<file path="config.mk">
export PLATFORM = sky130hd
export DESIGN_NAME = aes_round_ctrl
export DESIGN_NICKNAME = d
export VERILOG_FILES = /design/src/rtl/aes_round_ctrl.sv
export SDC_FILE = /design/constraint.sdc
export NUM_CORES = 1
export LEC_CHECK = 0
export BUFFER_PORTS_ARGS = -buffer_cell sky130_fd_sc_hd__clkbuf_2
export CAP_MARGIN = 0
export CORE_AREA = 2 2 407 409
export DETAILED_ROUTE_END_ITERATION = 16
export DIE_AREA = 0 0 409 411
export PLACE_DENSITY_LB_ADDON = 0.08
export SYNTH_ARGS = -nofsm -noshare
export SYNTH_HDL_FRONTEND = slang
export SYNTH_SLANG_ARGS = --single-unit
</file>
<file path="constraint.sdc">
create_clock -name clk -period 30.9 [get_ports clk]
set_clock_uncertainty 0.15 [all_clocks]
set_input_delay 6.18 -clock clk [delete_from_list [all_inputs] [get_ports clk]]
set_output_delay 6.18 -clock clk [all_outputs]
set_load 0.05 [all_outputs]
</file>
<file path="src/rtl/aes_round_ctrl.sv">
// Iterative AES-128 sequencer: owns state/key registers, round counter and handshakes
// around external round and final-round datapaths. Optional AES_ABORT_EN adds an abort input.
module aes_round_ctrl #(
   parameter int NR = 10,
   parameter int CW = 4
) (
   input  logic          clk,
   input  logic          rst,
`ifdef AES_ABORT_EN
   input  logic          abort,
`endif
   input  logic          in_valid,
   output logic          in_ready,
   input  logic [127:0]  pt_in,
   input  logic [127:0]  key_in,
   output logic [CW-1:0] rnd_count,
   output logic [127:0]  rnd_data,
   output logic [127:0]  rnd_key,
   input  logic [127:0]  rnd_out,
   input  logic [127:0]  rnd_keyout,
   input  logic [127:0]  last_out,
   output logic          out_valid,
   input  logic          out_ready,
   output logic [127:0]  ct_out,
   output logic          busy
);

   typedef enum logic [1:0] {S_IDLE, S_RUN, S_LAST, S_DONE} state_t;

   localparam logic [CW-1:0] LP_LASTRUN = CW'(NR - 1);

   state_t        r_state;
   logic [127:0]  r_blk;
   logic [127:0]  r_key;
   logic [CW-1:0] r_cnt;
   logic          r_in_ready;
   logic          r_out_valid;
   logic [127:0]  r_ct;
   logic          r_busy;
   logic          w_abort;

`ifdef AES_ABORT_EN
   assign w_abort = abort;
`else
   assign w_abort = 1'b0;
`endif

   always_ff @(posedge clk or posedge rst) begin
      if (rst) begin
         r_state     <= S_IDLE;
         r_blk       <= '0;
         r_key       <= '0;
         r_cnt       <= '0;
         r_in_ready  <= 1'b1;
         r_out_valid <= 1'b0;
         r_ct        <= '0;
         r_busy      <= 1'b0;
      end else begin
         case (r_state)
            S_IDLE: begin
               if (in_valid) begin
                  r_blk      <= pt_in ^ key_in;
                  r_key      <= key_in;
                  r_cnt      <= CW'(1);
                  r_in_ready <= 1'b0;
                  r_busy     <= 1'b1;
                  r_state    <= S_RUN;
               end
            end
            S_RUN: begin
               if (w_abort) begin
                  r_blk      <= '0;
                  r_key      <= '0;
                  r_cnt      <= '0;
                  r_in_ready <= 1'b1;
                  r_busy     <= 1'b0;
                  r_state    <= S_IDLE;
               end else begin
                  r_blk <= rnd_out;
                  r_key <= rnd_keyout;
                  r_cnt <= r_cnt + CW'(1);
                  if (r_cnt == LP_LASTRUN) r_state <= S_LAST;
               end
            end
            S_LAST: begin
               // key_reg still holds round key NR-1; the datapath supplies key NR
               if (w_abort) begin
                  r_blk      <= '0;
                  r_key      <= '0;
                  r_cnt      <= '0;
                  r_in_ready <= 1'b1;
                  r_busy     <= 1'b0;
                  r_state    <= S_IDLE;
               end else begin
                  r_ct        <= last_out;
                  r_out_valid <= 1'b1;
                  r_busy      <= 1'b0;
                  r_state     <= S_DONE;
               end
            end
            S_DONE: begin
               // in_ready rises only after the handshake edge, so no same-cycle re-accept
               if (out_ready) begin
                  r_out_valid <= 1'b0;
                  r_cnt       <= '0;
                  r_in_ready  <= 1'b1;
                  r_state     <= S_IDLE;
               end
            end
            default: r_state <= S_IDLE;
         endcase
      end
   end

   assign in_ready  = r_in_ready;
   assign out_valid = r_out_valid;
   assign ct_out    = r_ct;
   assign busy      = r_busy;
   assign rnd_count = r_busy ? r_cnt : '0;
   assign rnd_data  = r_blk;
   assign rnd_key   = r_key;

endmodule

</file>
; After elaboration in Yosys (flattened, before gate mapping)
; Cells that the tools add are included.
; Widths: inputs -> output; s select.
[word_totals]
register_bits = 393
inputBits = 644
out_inout_bits = 391
elab_cells = 49
[classes]
n_addsub = 1
n_eq_ne = 7
n_mux = 19
bitwise = 3
n_reduce_logical = 11
[op_table]
columns = op, n
row1 = $pmux 128 s2, 2
row2 = $mux 128, 2
row3 = $xor 128x128->128, 1
row4 = $mux 4, 3
row5 = $pmux 4 s3, 1
row6 = $reduce_and 3->1, 3
row7 = $pmux 2 s4, 1
row8 = $mux 2, 3
row9 = $ne 2x2->1 const B, 3
row10 = $pmux 1 s2, 3
row11 = $reduce_and 2->1, 3
row12 = $reduce_bool 2->1, 3
row13 = $add 4x1->4 const B, 1
row14 = $eq 2x2->1 const B, 2
row15 = $eq 4x4->1 const B, 1
row16 = $mux 1, 4
row17 = $eq 2x1->1 const B, 1
row18 = $logic_not 2->1, 1
row19 = $not 1->1, 2
row20 = $reduce_or 2->1, 1

; Longest topological paths before layout
; Gate-level depths: netlist of run 1.
[logic_depth]
word_depth = 4
ltp_mapped = 10
depth_no_buf = 5

; Worst setup path after synthesis of run 1
; Ideal clock, no wire load.
[synth_path]
path_kind = reg2out
from = register r_busy, in the netlist busy
to = output port rnd_count[2]
t_arrival_ns = 1.472
t_required_ns = 24.570
path_slack_ns = 23.098
path_stages_with_launch = 3
n_path_buf = 0
path_cell_list = dfrtp_1 inv_1 nor2_1
[synth_between]
elab_chain_cells = 1
[synth_rtl]
columns = element, line
row1 = start: declaration, 39  ; logic r_busy;
row2 = start signal: assignment, 57  ; r_busy <= 1'b0;
row3 = start signal: assignment, 66  ; r_busy <= 1'b1;
row4 = start signal: assignment, 76  ; r_busy <= 1'b0;
row5 = $mux 4, 119  ; assign rnd_count = r_busy ? r_cnt : '0;
row6 = end: declaration, 16  ; output logic [CW-1:0] rnd_count,
; No other way between the ends.

; Worst setup path in the final report of run 1
[layout_path]
from = input port in_valid
to = register r_key[16], in the netlist rnd_key[16]
[layout_between]
elab_chain_cells = 2
[layout_rtl]
columns = element, line
row1 = start: declaration, 12  ; input logic in_valid,
row2 = $ne 2x2->1 (no source line), -
row3 = $reduce_and 2->1 (no source line), -
row4 = end signal: assignment, 63  ; r_key <= key_in;
row5 = end signal: assignment, 80  ; r_key <= rnd_keyout;
row6 = end: declaration, 34  ; logic [127:0] r_key;
; No other way between the ends.
; A chain may end at the register's enable or synchronous reset.

==> flow_summary.yaml, run 1 <==
yosys:
  postSynthCellCount: 1565
  async_reset_ff_share_pct: 100
  synth-xor-area-share_pct: 6.17
  synth_top_family_by_area: "multiplexers"
  synthSimpleGateAreaFrac_pct: 5.73
  syn-cell-area_um2: 18200
  synth.most_common_cell: "dfrtp_1"
  synth_top_cells_by_count: "392 x dfrtp_1, 258 x mux2i_1, 256 x nand2_1"
  ys.flop_type: "dfrtp_1"
  synth-edff-count: 0
  synth_nets: 2216
  yosys.area.top_type: "dfrtp_1"
  synthTopCellsByArea: "dfrtp_1 54%, mux2i_1 14%, mux2_2 8.1%"
  synthMuxAreaShare_pct: 22.5
  synthDistinctLibCells: 29
  synth_warnings: 0
  synth_area_per_cell_um2: 11.6
  ys_ff_latch: 393
  synth_fa_ha_area_share_pct: 0.482
  yosysTopAreaCellShare_pct: 54.0
  ys_seq_area_share_pct: 54.1
  synth_compound_area_share_pct: 7.51
die:
  initial_core_util_pct: 11.1
  core_um2: 164000
  die_w_um: 409
  rows: 149
  chipHeight_um: 411
  die_area_um2: 168000
  io_pins: 1035
pwr:
  clockPowerShare_pct: 17.8
  ir_drop_mv: 0.0595
  combinationalPowerShare_pct: 57.3
  internal_power_uw: 1730
  switching_share_pct: 54.1
  power_switching_uw: 2030
  p_per_area_nw_per_um2: 136
  seqPwrFrac_pct: 24.9
  p_leak_uw: 0.0137
worst_setup_path:
  critPathMostFrequentCell: "buf_4"
  worstSetupStartpointType: "input port"
  arrival_ns: 9.48
  cp_max_fo: 92
  critPathSlowestCell: "buf_4"
  crit_type: "input port to register"
  rr_endpoint: "rnd_key[16]$_DFFE_PP0P_"
  rr_startpoint: "r_state[0]$_DFFE_PP0P_"
  cp_cell_sequence: "clkbuf_2 > mux2i_4 > buf_4 > buf_4 > buf_4 > o21ai_0"
  cp_slowest_stage_delay_ns: 0.81
  end_kind: "register"
  r2r_cells: 7
  critPathLaunch: "in_valid"
  cp_data_required_time_ns: 31.22
  r2r_setup_slack_ns: 26.38
clock_tree:
  clk_path_buf_depth: 3
  clkSinkCount: 393
  cts_tree: "yes"
  ctsHoldBuffers: 0
  root_buffer: "clkbuf_16"
  cts_setup_buffers: 0
  htreeDepth: 2
  clock_latency_ns: 0.64
  cts_buffers: 56
  clk_pin_slew_worst_paths_ns: 0.06
  cts_resized: 0
detailed_routing:
  routed_via_density: 3.22
  postRouteAntennaNets: 0
  first_iter_violations: 636
  firstDrtPassIters: 4
  drc: 0
  vias: 15500
  routed_wl_um: 95400
  wire_per_inst_um: 19.8
timing:
  timing.fmax_mhz: 109
  worst_slack_ns: 21.74
  min_period_over_period_pct: 29.7
  slew_headroom_pct: 21.5
  min_period_ns: 9.16
  setup_viol: 0
  finalHoldViolations: 0
  rsz0062_at_grt: "no"
  finalMaxSlewViolations: 0
  fin_tns_setup_ns: 0
  tightest_slew_ns: 1.14
global_routing:
  antenna_found_initial: 11
  track_usage_pct: 10.9
  grt_max_degree: 153
  grt_pass1_wl_um: 131000
  grt_pass1_vias: 17200
  overflow: 0
min_path:
  hold_class: "register to register"
  hp-start: "rnd_data[117]$_DFFE_PP0P_"
  min_path_cells: 2
  min_to: "rnd_data[117]$_DFFE_PP0P_"
finish:
  syn_to_final_growth_pct: 51.7
  fin_nets: 3223
  ff_latch_area_um2: 9840
  fillerInstances: 18400
  multi_input_area_um2: 7720
  drive_gt1_share_pct: 48.5
placement:
  gp_congestion: 0.905
  pre_cts_ws_ns: 20.97
  io_buffers: 1034
  hpwlAfterDp_um: 78800
outcome:
  status: "finished clean"
run:
  drv_cap: 0
==> through the flow <==
step,total power [uW],instance area [um2],cells,hold slack (ns),util [%]
global placement,3160,25700,4703,0.316,15.7
floorplan,2510,18200,1565,0.355,-
finish,3760,27600,4812,0.328,16.8
CTS,3870,27500,4806,0.336,16.8
detailed placement,3170,25700,4703,0.323,15.7
global route,4010,27600,4811,0.351,16.8
==> worst max path at each step <==
stage	endpoint	slack [ns]	cells past startpoint
final	rnd_key[16]$_DFFE_PP0P_	21.74	6
after global routing	rnd_data[74]$_DFFE_PP0P_	21.34	6
after CTS	rnd_key[16]$_DFFE_PP0P_	21.70	6
after detailed placement	rnd_key[16]$_DFFE_PP0P_	20.97	6
after global placement	rnd_data[80]$_DFFE_PP0P_	21.01	6
after floorplan	busy$_DFFE_PP0P_	13.65	1
==> metal layers <==
layer	up-vias	routed length, um	GRT usage, %
met3	123	7180	3.51
met4	8	2720	3.56
met2	572	50800	20.2
li1	7412	-	-
met5	-	42	0
met1	7380	34600	11.6
==> cell usage in the layout, fill, tap and decap left out, types with 7 or more instances in the layout <==
master     synthesis  routed
clkbuf_2           0    1034
dfrtp_1          392     392
mux2i_1          258     258
nand2_1          256     256
o21ai_1          180     180
mux2_2           131     131
xor2_1           128     128
o21ai_0           78      78
clkbuf_16          0      57
clkbuf_1          26      21
buf_4              0      13
clkbuf_8           0       8
inv_1              8       7
clkinv_2           0       7
==> state kept, by name, summed over array words and instances (netlist names) <==
register / flops
busy: 1
ct_out: 128
in_ready: 1
out_valid: 1
r_cnt: 4
r_state: 2
rnd_data: 128
rnd_key: 128
==> layout make-up <==
class,instances,area share [%]
Clock buffer,86,5.86
Inverter,9,0.177
Multi-Input combinational cell,1063,28.0
Tap cell,2189,9.94
Antenna cell,6,0.0545
Clock inverter,17,0.981
Timing Repair Buffer,1049,19.3
Sequential cell,393,35.7
==> power by group through the flow <==
stage	Clock, uW	Sequential, uW	Combinational [uW]
6_report	670	935	2150
5_1_grt	729	975	2300
4_1_cts	708	945	2220
3_5_place_dp	0	949	2220
3_3_place_gp	0	949	2210
2_1_floorplan	0	1800	704
==> cells by family (layout without fill, tap and decap cells) <==
logic type	Yosys count	after routing
compound gates	267	267
xor+xnor	128	128
fa+ha+maj	7	7
buf+inv	109	1161
flops	393	393
mux	390	390
other cells	0	6
simple gates	271	271
==> critical path: cells and delay by family <==
| family | cells | cell delay (ns) |
|---|---|---|
| buffers and inverters | 4 | 2.45 |
| AO/OA/AOI/OAI | 1 | 0.23 |
| multiplexers | 1 | 0.50 |
No activity file was read; power rests on OpenSTA's default activity.
==> run 2: changes to the inputs <==
--- a/config.mk
+++ b/config.mk
@@ -7,9 +7,9 @@
 export LEC_CHECK = 0
 export BUFFER_PORTS_ARGS = -buffer_cell sky130_fd_sc_hd__clkbuf_2
 export CAP_MARGIN = 0
-export CORE_AREA = 2 2 407 409
+export CORE_AREA = 2 2 400 402
 export DETAILED_ROUTE_END_ITERATION = 16
-export DIE_AREA = 0 0 409 411
+export DIE_AREA = 0 0 402 404
 export PLACE_DENSITY_LB_ADDON = 0.08
 export SYNTH_ARGS = -nofsm -noshare
 export SYNTH_HDL_FRONTEND = slang
==> constraint.sdc (replaced) <==
create_clock -name clk -period 7.8 [get_ports clk]
set_clock_uncertainty 0.15 [all_clocks]
set_input_delay 1.56 -clock clk [delete_from_list [all_inputs] [get_ports clk]]
set_output_delay 1.56 -clock clk [all_outputs]
set_load 0.05 [all_outputs]
==> run 2 against run 1 <==
  * First-iteration DRC count shrank 26%
  * Final area shrank 0.25%
  * Via count shrank 0.21%
  * Critical path depth is the same
==> flow_summary.yaml, run 2 (synthesis results as in run 1) <==
outcome:
  status: "finished clean"
finish:
  fin_nets: 3224
  syn_to_final_growth_pct: 51.3
  mostFrequentLayoutCells: "1034 x clkbuf_2, 392 x dfrtp_1, 258 x mux2i_1"
  final_core_util_pct: 17.4
  drive_gt1_share_pct: 48.8
  final_common_cell: "clkbuf_2"
worst_setup_path:
  rr_startpoint: "r_state[1]$_DFFE_PP0P_"
  r2r_setup_slack_ns: 4.47
  rr_endpoint: "rnd_key[13]$_DFFE_PP0P_"
  r2r_cells: 6
  cp_data_required_time_ns: 8.14
  crit_type: "register to register"
  worstSetupStartpointType: "register"
  arrival_ns: 3.67
  end_kind: "register"
  cp_max_fo: 62
detailed_routing:
  routed_wl_um: 95800
  drc: 0
  postRouteAntennaNets: 0
  wire_per_inst_um: 20.4
  firstDrtPassIters: 4
  first_iter_violations: 471
  vias: 15500
  routed_via_density: 3.29
placement:
  hpwlAfterDp_um: 78900
  gp_congestion: 0.847
  io_buffers: 1034
min_path:
  min_path_cells: 2
  hp-start: "rnd_data[99]$_DFFE_PP0P_"
  hold_class: "register to register"
  min_to: "rnd_data[99]$_DFFE_PP0P_"
global_routing:
  track_usage_pct: 11.4
  overflow: 0
  grt_pass1_wl_um: 132000
  antenna_found_initial: 26
  grt_pass1_vias: 17200
  grt_max_degree: 252
clock_tree:
  cts_buffers: 55
  cts_tree: "yes"
  clk_pin_slew_worst_paths_ns: 0.06
  clk_path_buf_depth: 3
  clock_latency_ns: 0.64
  clkSinkCount: 393
  cts_setup_buffers: 0
  htreeDepth: 2
  ctsHoldBuffers: 0
  root_buffer: "clkbuf_16"
  cts_resized: 0
timing:
  finalMaxSlewViolations: 0
  tightest_slew_ns: 1.19
  min_period_ns: 3.33
  setup_viol: 0
  timing.fmax_mhz: 300
  slew_headroom_pct: 20.6
  finalHoldViolations: 0
  fin_tns_setup_ns: 0
  rsz0062_at_grt: "no"
  min_period_over_period_pct: 42.7
die:
  core_um2: 158000
  chipHeight_um: 404
  initial_core_util_pct: 11.5
  io_pins: 1035
  die_area_um2: 162000
  rows: 146
  die_w_um: 402
pwr:
  p_per_area_nw_per_um2: 542
  ir_drop_mv: 0.245
  p_leak_uw: 0.0138
run:
  drv_cap: 0
==> run 2: cell types whose count changed in the layout (fill, tap and decap cells not counted), sizes merged <==
cell	before	now
buf	15	17
diode	6	10
inv	11	9
clkbuf	1120	1118
bufinv	6	5
clkinv	7	9
==> run 2: critical path, cell delays in order (launching register included) <==
cell and delay [ns]:
dfrtp_1 0.43, inv_1 0.16, ha_4 0.20, buf_4 0.62, buf_12 0.36, mux2i_1 0.94, o21ai_0 0.16
==> run 2: how the worst max path moves through the flow <==
stage / to / cells after the start / startpoint / slack, ns
after floorplan: busy$_DFFE_PP0P_ / 1 / rst / 0.80
after global placement: rnd_data[61]$_DFFE_PP0P_ / 4 / rst / 4.32
after detailed placement: rnd_key[60]$_DFFE_PP0P_ / 4 / rst / 4.29
after CTS: rnd_key[13]$_DFFE_PP0P_ / 6 / r_state[1]$_DFFE_PP0P_ / 4.29
after global routing: rnd_key[12]$_DFFE_PP0P_ / 6 / r_state[1]$_DFFE_PP0P_ / 4.15
final: rnd_key[13]$_DFFE_PP0P_ / 6 / r_state[1]$_DFFE_PP0P_ / 4.47
==> run 2: power breakdown <==
| part | switching [uW] | internal, uW | total, uW | leakage (uW) |
|---|---|---|---|---|
| Sequential | 547 | 3110 | 3650 | 0.00474 |
| Combinational | 6470 | 2130 | 8600 | 0.00808 |
| Clock | 1030 | 1620 | 2650 | 0.000936 |
==> run 2: layer usage <==
metal	track usage, %	up-vias	wire length (um)
met1	12.1	7322	35100
met3	4.86	129	8970
li1	-	7407	-
met5	0	-	199
met2	20.5	575	49100
met4	3.09	30	2450
==> run 2: through the flow <==
stage	worst slack, ns	hold slack (ns)	power, uW	area (um2)	cells
floorplan	0.803	0.355	9930	18200	1565
global placement	4.32	0.319	12500	25600	4588
detailed placement	4.29	0.321	12500	25600	4588
CTS	4.29	0.335	15300	27500	4688
global route	4.15	0.350	15900	27500	4690
finish	4.47	0.326	14900	27500	4698
==> run 2: cell type report <==
| cell class | instances | area [um2] |
|---|---|---|
| Sequential cell | 393 | 9840 |
| Tap cell | 2072 | 2590 |
| Clock buffer | 84 | 1660 |
| Clock inverter | 16 | 249 |
| Timing Repair Buffer | 1051 | 5370 |
| Multi-Input combinational cell | 1063 | 7720 |
| Antenna cell | 10 | 25.0 |
| Fill cell | 17800 | 130000 |
| Inverter | 9 | 45.0 |
==> run 3: changes to the inputs <==
--- a/config.mk
+++ b/config.mk
@@ -5,11 +5,12 @@
 export SDC_FILE = /design/constraint.sdc
 export NUM_CORES = 1
 export LEC_CHECK = 0
+export ABC_AREA = 1
 export BUFFER_PORTS_ARGS = -buffer_cell sky130_fd_sc_hd__clkbuf_2
 export CAP_MARGIN = 0
-export CORE_AREA = 2 2 400 402
+export CORE_AREA = 2 2 404 406
 export DETAILED_ROUTE_END_ITERATION = 16
-export DIE_AREA = 0 0 402 404
+export DIE_AREA = 0 0 406 408
 export PLACE_DENSITY_LB_ADDON = 0.08
 export SYNTH_ARGS = -nofsm -noshare
 export SYNTH_HDL_FRONTEND = slang
==> constraint.sdc (replaced) <==
create_clock -name clk -period 2.97 [get_ports clk]
set_clock_uncertainty 0.15 [all_clocks]
set_input_delay 0.594 -clock clk [delete_from_list [all_inputs] [get_ports clk]]
set_output_delay 0.594 -clock clk [all_outputs]
set_load 0.05 [all_outputs]
==> run 3 against run 2 <==
  * Setup slack lost 3.9 ns
  * Die area grew 2.0%
  * Highest routed layer unchanged
  * Sequential power grew to 2.7 times the previous value
  * Fmax grew 39%
  * Synthesized cell count grew 62%
  * Flip-flop and latch count is the same
==> flow_summary.yaml, run 3 <==
timing:
  tightest_slew_ns: 0.575
  worst_slack_ns: 0.579
  min_period_ns: 2.39
  slew_headroom_pct: 61.7
  timing.fmax_mhz: 418
  rsz0062_at_grt: "no"
  finalHoldViolations: 0
  setup_viol: 0
  fin_tns_setup_ns: 0
  finalMaxSlewViolations: 0
  min_period_over_period_pct: 80.5
  timing.hold.ws_ns: 0.0693
global_routing:
  grt_max_degree: 98
  track_usage_pct: 14.2
  antenna_found_initial: 66
  grt_pass1_wl_um: 168000
  overflow: 0
  grt_pass1_vias: 21800
clock_tree:
  clk_pin_slew_worst_paths_ns: 0.06
  cts_resized: 0
  cts_setup_buffers: 0
  cts_tree: "yes"
  htreeDepth: 2
  clk_path_buf_depth: 3
  clock_latency_ns: 0.64
  clkSinkCount: 393
  cts_buffers: 58
  root_buffer: "clkbuf_16"
die:
  core_um2: 162000
  die_area_um2: 166000
  rows: 148
  die_w_um: 406
  io_pins: 1035
  chipHeight_um: 408
  initial_core_util_pct: 11.8
placement:
  placed_cells: 5661
  hpwlAfterDp_um: 95900
  gp_congestion: 0.770
  pre_cts_ws_ns: 0.543
  io_buffers: 1034
detailed_routing:
  wire_per_inst_um: 20.6
  postRouteAntennaNets: 0
  routed_via_density: 3.56
  routed_wl_um: 122000
  vias: 21100
  drc: 0
  firstDrtPassIters: 5
  first_iter_violations: 951
outcome:
  status: "finished clean"
yosys:
  synthDistinctLibCells: 20
  yosys.area.top_type: "dfrtp_1"
  synth.most_common_cell: "nand2_1"
  syn-cell-area_um2: 19000
  ys_seq_area_share_pct: 51.7
  synth_top_cells_by_count: "1438 x nand2_1, 392 x dfrtp_1, 133 x nor2_1, 133 x o21ai_0, 128 x o211ai_1"
  ys.flop_type: "dfrtp_1"
  synth_nets: 3186
  postSynthCellCount: 2535
  async_reset_ff_share_pct: 100
  ys_ff_latch: 393
  synth_warnings: 0
  synthTopCellsByArea: "dfrtp_1 52%, nand2_1 28%, o211ai_1 5.0%"
  synth_area_per_cell_um2: 7.51
  yosysTopAreaCellShare_pct: 51.5
  synth-edff-count: 0
pwr:
  ir_drop_mv: 0.566
  p_per_area_nw_per_um2: 1350
  p_leak_uw: 0.0162
finish:
  mostFrequentLayoutCells: "1438 x nand2_1, 1034 x clkbuf_2, 392 x dfrtp_1"
  fin_nets: 4345
  final_common_cell: "nand2_1"
  syn_to_final_growth_pct: 59.7
  drive_gt1_share_pct: 34.4
  finalNonFillerCells: 5931
  final_core_util_pct: 18.8
worst_setup_path:
  worstSetupEndpoint: "rnd_key[35]$_DFFE_PP0P_"
  worstSetupStartpointType: "register"
  critPathLaunch: "r_state[0]$_DFFE_PP0P_"
  arrival_ns: 2.82
  rr_endpoint: "rnd_key[35]$_DFFE_PP0P_"
  r2r_cells: 7
  r2r_setup_slack_ns: 0.58
  end_kind: "register"
  crit_type: "register to register"
  rr_startpoint: "r_state[0]$_DFFE_PP0P_"
  cp_max_fo: 59
  cp_data_required_time_ns: 3.40
min_path:
  hold_class: "input port to register"
run:
  drv_cap: 0
## run 3: cell count changes after synthesis, moves of 43 or more
cell      change
nand2_1    +1182
mux2i_1     -258
o21ai_1     -180
mux2_2      -131
o211ai_1    +128
xor2_1      -128
nor2_1      +127
or2_2        +93
o21ai_0      +55
clkbuf_1     +43
## run 3: how the worst min path moves through the flow
stage | start | end | slack [ns] | depth (start not counted)
CTS | key_in[102] | rnd_key[102]$_DFFE_PP0P_ | 0.001 | 3
finish | key_in[23] | rnd_key[23]$_DFFE_PP0P_ | 0.07 | 3
detailed placement | ct_out[8]$_DFFE_PP0P_ | ct_out[8]$_DFFE_PP0P_ | 0.31 | 2
floorplan | r_state[1]$_DFFE_PP0P_ | r_state[1]$_DFFE_PP0P_ | 0.34 | 2
global placement | ct_out[93]$_DFFE_PP0P_ | ct_out[93]$_DFFE_PP0P_ | 0.31 | 2
global route | key_in[102] | rnd_key[102]$_DFFE_PP0P_ | 0.03 | 3
## run 3: per-stage QoR
| step | power (uW) | instance area, um2 |
|---|---|---|
| after floorplan | 26100 | 19000 |
| after global placement | 34900 | 27000 |
| after detailed placement | 34800 | 27000 |
| after CTS | 42300 | 30400 |
| after global routing | 44200 | 30400 |
| final | 41100 | 30400 |
## run 3: report_power, final
part,switching [uW],internal [uW]
Sequential,1610,8120
Clock,2890,4090
Combinational,18900,5550
## run 3: metal layers
metal	wire length (um)	GRT usage (%)	share of wire, %
met1	47300	15.6	39
met2	60900	25.3	50
met3	10800	5.40	8.9
met4	2620	3.69	2.1
met5	409	0	0.34
## run 3: critical path, cell delays in order, from the launching register on
cell      delay (ns)
dfrtp_1         0.46
inv_1           0.13
ha_1            0.28
o21ai_4         0.38
buf_12          0.28
buf_4           0.31
o211ai_1        0.12
nand2_1         0.08
## run 3: cells by family (layout without fill, tap and decap cells)
family	count (synthesis)	count (layout)	synth area share (%)
AND/OR/NAND/NOR	1708	1708	35.4
flip-flops	393	393	51.7
AO/OA/AOI/OAI	263	263	8.62
buffers and inverters	164	1367	3.82
adder cells (fa/ha/maj)	7	7	0.460
other	0	18	0
## run 3: layout make-up
type / instances / area (um2)
antenna: 18 / 45.0
clock buffer: 87 / 1740
clock inverter: 17 / 120
fill: 18700 / 131000
inverter: 23 / 108
multi-input combinational: 1978 / 8510
sequential: 393 / 9840
tap: 2175 / 2720
timing repair buffer: 1240 / 7320
## run 3: timing repair
item | in CTS | in global routing
endpoints found under the hold margin | 178 | 0
setup endpoints to repair | 0 | 0
hold buffers | 148 | 0
